===== src/rtl/alu_pkg.sv =====
`default_nettype none
// ============================================================================
// Module  : alu_pkg
// Brief   : Shared opcode encoding and flag bundle for the alu datapath.
// Revision: 1.0 - initial release
// ============================================================================
package alu_pkg;

  // Operation select encoding; all four codes are defined operations.
  typedef enum logic [1:0] {
    ALU_ADD = 2'd0,
    ALU_SUB = 2'd1,
    ALU_AND = 2'd2,
    ALU_OR  = 2'd3
  } alu_op_e;

  // Status flags in N, Z, C, V order (N is the MSB of the packed vector).
  typedef struct packed {
    logic N;
    logic Z;
    logic C;
    logic V;
  } alu_flags_t;

endpackage
`default_nettype wire


===== src/rtl/alu_addsub.sv =====
`default_nettype none
// ============================================================================
// Module  : alu_addsub
// Brief   : WIDTH-bit adder with subtract control. Subtraction is a + ~b + 1,
//           so carry out means "no borrow" and overflow uses the inverted
//           operand's sign.
// Revision: 1.0 - initial release
// ============================================================================
module alu_addsub #(
  parameter int WIDTH = 4
) (
  input  logic [WIDTH-1:0] i_a,
  input  logic [WIDTH-1:0] i_b,
  input  logic             i_sub,
  output logic [WIDTH-1:0] o_sum,
  output logic             o_carry_out,
  output logic             o_overflow
);

  logic [WIDTH-1:0] w_b_eff;
  logic [WIDTH:0]   w_full;

  assign w_b_eff = i_sub ? ~i_b : i_b;

  // One carry chain serves both operations; i_sub doubles as the carry-in.
  assign w_full = {1'b0, i_a} + {1'b0, w_b_eff} + {{WIDTH{1'b0}}, i_sub};

  assign o_sum       = w_full[WIDTH-1:0];
  assign o_carry_out = w_full[WIDTH];

  // Signed overflow: both addends share a sign that the sum does not.
  assign o_overflow = (i_a[WIDTH-1] == w_b_eff[WIDTH-1]) &&
                      (w_full[WIDTH-1] != i_a[WIDTH-1]);

endmodule
`default_nettype wire


===== src/rtl/alu.sv =====
`default_nettype none
// ============================================================================
// Module  : alu
// Brief   : Registered WIDTH-bit ALU (add, sub, and, or) with N/Z/C/V flags.
//           One-cycle latency, one operation per cycle, async active-low clear.
// Revision: 1.0 - initial release
// ============================================================================
module alu
  import alu_pkg::*;
#(
  parameter int WIDTH = 4
) (
  input  logic             clk,
  input  logic             rst_n,
  input  logic [WIDTH-1:0] a,
  input  logic [WIDTH-1:0] b,
  input  logic [1:0]       Sel,
  output logic [WIDTH-1:0] Result,
  output logic             N,
  output logic             Z,
  output logic             C,
  output logic             V
);

  alu_op_e          w_op;
  logic [WIDTH-1:0] w_sum;
  logic             w_cout;
  logic             w_ovf;
  logic [WIDTH-1:0] w_result;
  alu_flags_t       w_flags;

  logic [WIDTH-1:0] r_result;
  alu_flags_t       r_flags;

  assign w_op = alu_op_e'(Sel);

  alu_addsub #(
    .WIDTH (WIDTH)
  ) u_addsub (
    .i_a         (a),
    .i_b         (b),
    .i_sub       (w_op == ALU_SUB),
    .o_sum       (w_sum),
    .o_carry_out (w_cout),
    .o_overflow  (w_ovf)
  );

  // Opcode mux and flag derivation; logic ops bypass the adder and clear C/V.
  always_comb begin
    w_result  = w_sum;
    w_flags   = '0;
    w_flags.C = w_cout;
    w_flags.V = w_ovf;
    case (w_op)
      ALU_ADD, ALU_SUB: begin
        w_result  = w_sum;
        w_flags.C = w_cout;
        w_flags.V = w_ovf;
      end
      ALU_AND: begin
        w_result  = a & b;
        w_flags.C = 1'b0;
        w_flags.V = 1'b0;
      end
      ALU_OR: begin
        w_result  = a | b;
        w_flags.C = 1'b0;
        w_flags.V = 1'b0;
      end
      default: begin
        w_result  = w_sum;
      end
    endcase
    w_flags.N = w_result[WIDTH-1];
    w_flags.Z = (w_result == '0);
  end

  // Output register bank; reset clears all flags (Z too) to mean "no valid op".
  always_ff @(posedge clk or negedge rst_n) begin
    if (!rst_n) begin
      r_result <= '0;
      r_flags  <= '0;
    end else begin
      r_result <= w_result;
      r_flags  <= w_flags;
    end
  end

  assign Result = r_result;
  assign N      = r_flags.N;
  assign Z      = r_flags.Z;
  assign C      = r_flags.C;
  assign V      = r_flags.V;

endmodule
`default_nettype wire


===== config.mk =====
export PLATFORM = sky130hd
export DESIGN_NAME = alu
export DESIGN_NICKNAME = d
export VERILOG_FILES = /design/src/rtl/alu_pkg.sv /design/src/rtl/alu_addsub.sv /design/src/rtl/alu.sv
export SDC_FILE = /design/constraint.sdc
export NUM_CORES = 1
export LEC_CHECK = 0
export BUFFER_PORTS_ARGS = -buffer_cell sky130_fd_sc_hd__buf_2
export CAP_MARGIN = 20
export CORE_AREA = 3 3 40 42
export DETAILED_ROUTE_END_ITERATION = 6
export DIE_AREA = 0 0 43 45
export PLACE_DENSITY = 0.69
export RECOVER_POWER = 50
export SETUP_SLACK_MARGIN = 0.1
export SLEW_MARGIN = 15
export SYNTH_ARGS = -nofsm -noshare
export SYNTH_HDL_FRONTEND = slang
export SYNTH_SLANG_ARGS = --single-unit

===== constraint.sdc =====
create_clock -name clk -period 0.8 [get_ports clk]
set_clock_uncertainty 0.2 [all_clocks]
set_input_delay 0.08 -clock clk [delete_from_list [all_inputs] [get_ports clk]]
set_output_delay 0.08 -clock clk [all_outputs]
set_load 0.1 [all_outputs]

==> parameters.txt <==
Parameter                              Value

STA
  Crit share post-route    228%
  Setup Total Neg Slack    -7.68 ns
  Min Hold Slack    -0.0376 ns
  Final critical path time including I/O delays and setup    1.82 ns
  Setup repair after global routing missed its margin    true
  Worst relative slew slack    77.3%
  Number of failing setup endpoints in the final timing report    15
  Least setup slack across all paths after layout    -1.02 ns
  Maximum clock rate    549 MHz
  Worst Max-Slew Pin Slew    0.338 ns
  Total count of max-transition violations in the final report    0
  Number of hold violations in the final report    9

Run status
  Violated checks    hold timing, setup timing
  Outcome    finished with violations

Route
  Topmost layer with routed signal wires    met4
  Number of iterations in the first detailed-routing pass    4
  Final antenna-violating net count    0
  Routed wire per std cell    18.5 microns
  Number of remaining DRC errors    0
  Initial detailed-routing violation count    21
  Detailed-routed wire length on met2    1120 microns
  Vias post-DR    651
  Drt via density    5.66
  Routed length on met1    785 microns
  Routed length on met3    103 microns
  Drt total wl    2130 microns

Floorplanning
  Total Die Area    0.00194 sq mm
  Core Rows    13
  Die extent in y    45 microns
  Floorplan core area    0.00128 sq mm
  Number of top-level pins    20
  Starting Density    40.8%
  Width of the die    43 microns

Cells and area
  # nets final    119
  Signed area change from the synthesized netlist to the final layout    121%
  Number of fill cells    55
  Number of diodes    0
  Multi-input gate area    423 sq um
  Fraction of final layout cells with drive strength greater than 1    72.0%
  Register area    198 sq um
  Fin cells    115

Clock tree
  Number of buffers added to fix hold violations after cts    1
  Clock buffers created by TritonCTS    3
  Number of buffers on the longest clock path    2
  CTS tree    done
  Clock tree sinks    7
  Root cell of the clock tree    sky130_fd_sc_hd__clkbuf_4
  # H-tree levels    1
  Clock edge transition at the registers on the reported setup and hold paths    0.06 ns

Setup path
  Critical-path cell list    buf_6 > or3b_4 > nand2_2 > fa_2 > o2bb2ai_2 > or4_1 > a31oi_1
  Crit path largest cell delay    0.43 ns
  Type of element launching the critical path    input port
  Buf/Inv on CP    1
  Arr. time, crit path    1.79 ns
  Crit path max-delay family    simple AND/OR/NAND/NOR gates
  Critical path start-end classification    input port to flip-flop
  Required time at the worst-slack endpoint    0.77 ns
  Worst-path maximum fanout    2
  Worst path slowest cell    sky130_fd_sc_hd__fa_2
  Endpoint kind of the worst setup timing path    flip-flop

Power
  Total chip power    2.08 mW
  Power density relative to cell area    1800 mW/mm^2
  Leakage power summed over all cells    0.531 nW
  Largest voltage drop on the vdd net    0.000876 V

Placement
  Place WS    -1.28 ns
  Port-buffer cells    19
  Detailed placer's ending HPWL    1060 microns
  Cell Count Post-Placement    102
  Weighted congestion at the end of routability-driven global placement    0.786

Global routing
  GR Util All Layers    19.3%
  First-pass GRT wire length    2660 microns
  Largest net degree at the start of global routing    9
  Sum of overflow across all layers after global routing    0
  Vias in the first global route    617
  Number of antenna violations at the first check in global routing    0

Logic synthesis
  Top FF cell, synth    sky130_fd_sc_hd__dfrtp_1
  Gate count of the mapped netlist    54
  Flip-flop and latch count after synthesis    7
  Synthesized Nets    72
  Count of different cell masters after synthesis    26
  Count of flip-flops with a built-in enable after synthesis    0
  Area of the mapped netlist    524 sq um
  Sequential area share after synthesis    33.4%
  Average footprint of a synthesized cell    9.71 sq um
  Ys async rst share    100%
  Yosys warnings    0

Min path
  Classification of the worst-slack hold path    input port to flip-flop

Run
  Reported max-cap violation count    0
==> report_power, final <==
| part | switching, mW | total, mW | internal [mW] |
|---|---|---|---|
| clock | 0.148 | 0.340 | 0.191 |
| combinational | 0.704 | 1.28 | 0.571 |
| sequential | 0.0418 | 0.467 | 0.425 |
==> final timing paths <==
path,from,end,slack [ns],depth (start not counted)
max,b[0],Z$_DFF_PN0_,-1.02,7
min,Sel[1],C$_DFF_PN0_,-0.04,3
max in group asynchronous,rst_n,Result[2]$_DFF_PN0_,0.23,2
min in group asynchronous,rst_n,V$_DFF_PN0_,-0.02,2
==> cell families (layout without fill, tap and decap cells) <==
logic type,count (synthesis),after routing,share of synthesized area (%)
flip-flops,7,7,33.4
buffers and inverters,6,52,8.59
AND/OR/NAND/NOR,14,14,15.0
AO/OA/AOI/OAI,17,17,20.5
XOR/XNOR,4,4,6.68
adder cells (fa/ha/maj),6,6,15.8
==> metal layers <==
metal	track usage (%)	vias up
met5	0	-
met4	18.1	0
met3	1.99	12
met2	35.0	44
met1	19.3	311
li1	-	284
==> flip-flops by register name, indices dropped and copies added (netlist names) <==
register / cells
N: 1
V: 1
C: 1
Result: 3
Z: 1
==> cells in the mapped netlist (2+ instances only) <==
cell                       n  area (sq um)
sky130_fd_sc_hd__dfrtp_1   7           175
sky130_fd_sc_hd__ha_1      5          62.6
sky130_fd_sc_hd__a21oi_1   4          20.0
sky130_fd_sc_hd__nand2_1   4          15.0
sky130_fd_sc_hd__xnor2_1   4          35.0
sky130_fd_sc_hd__inv_1     3          11.3
sky130_fd_sc_hd__nor2_1    3          11.3
sky130_fd_sc_hd__o21ai_0   3          15.0
sky130_fd_sc_hd__a21o_1    2          15.0
sky130_fd_sc_hd__a31oi_1   2          12.5
sky130_fd_sc_hd__nand2b_1  2          12.5
==> area by class of cell <==
cell class / count / area share [%]
flip-flops and latches: 7 / 17.0
multi-input cells: 41 / 36.5
repair buffers: 45 / 41.0
clock buffers: 4 / 2.27
inverters: 3 / 1.62
well taps: 15 / 1.62
==> per-stage QoR <==
step / area, sq um / utilization, %
floorplan: 577 / -
global placement: 892 / 69.4
detailed placement: 892 / 69.4
CTS: 1060 / 82.3
global route: 1160 / 90.3
finish: 1160 / 90.3
==> repair_timing <==
action	CTS	global route
buffers inserted	5	3
pin swaps	10	6
gates resized for setup	19	14
endpoints found under the hold margin	10	2
setup endpoints to repair	15	15
==> layout by cell type (no fill, tap or decap), types with 2 or more instances in the layout <==
master / Yosys / layout
sky130_fd_sc_hd__buf_12: 0 / 8
sky130_fd_sc_hd__a21o_1: 2 / 2
sky130_fd_sc_hd__dfrtp_4: 0 / 6
sky130_fd_sc_hd__nand2_2: 0 / 3
sky130_fd_sc_hd__xnor2_4: 0 / 2
sky130_fd_sc_hd__ha_1: 5 / 4
sky130_fd_sc_hd__buf_8: 1 / 2
sky130_fd_sc_hd__clkbuf_4: 0 / 3
sky130_fd_sc_hd__nor2_1: 3 / 3
sky130_fd_sc_hd__a21oi_1: 4 / 3
sky130_fd_sc_hd__buf_2: 0 / 6
sky130_fd_sc_hd__buf_4: 1 / 17
sky130_fd_sc_hd__inv_1: 3 / 2
sky130_fd_sc_hd__a31oi_1: 2 / 2
sky130_fd_sc_hd__o21ai_0: 3 / 3
sky130_fd_sc_hd__buf_6: 1 / 10
sky130_fd_sc_hd__a21oi_2: 1 / 2
No activity file was read; power rests on OpenSTA's default activity.
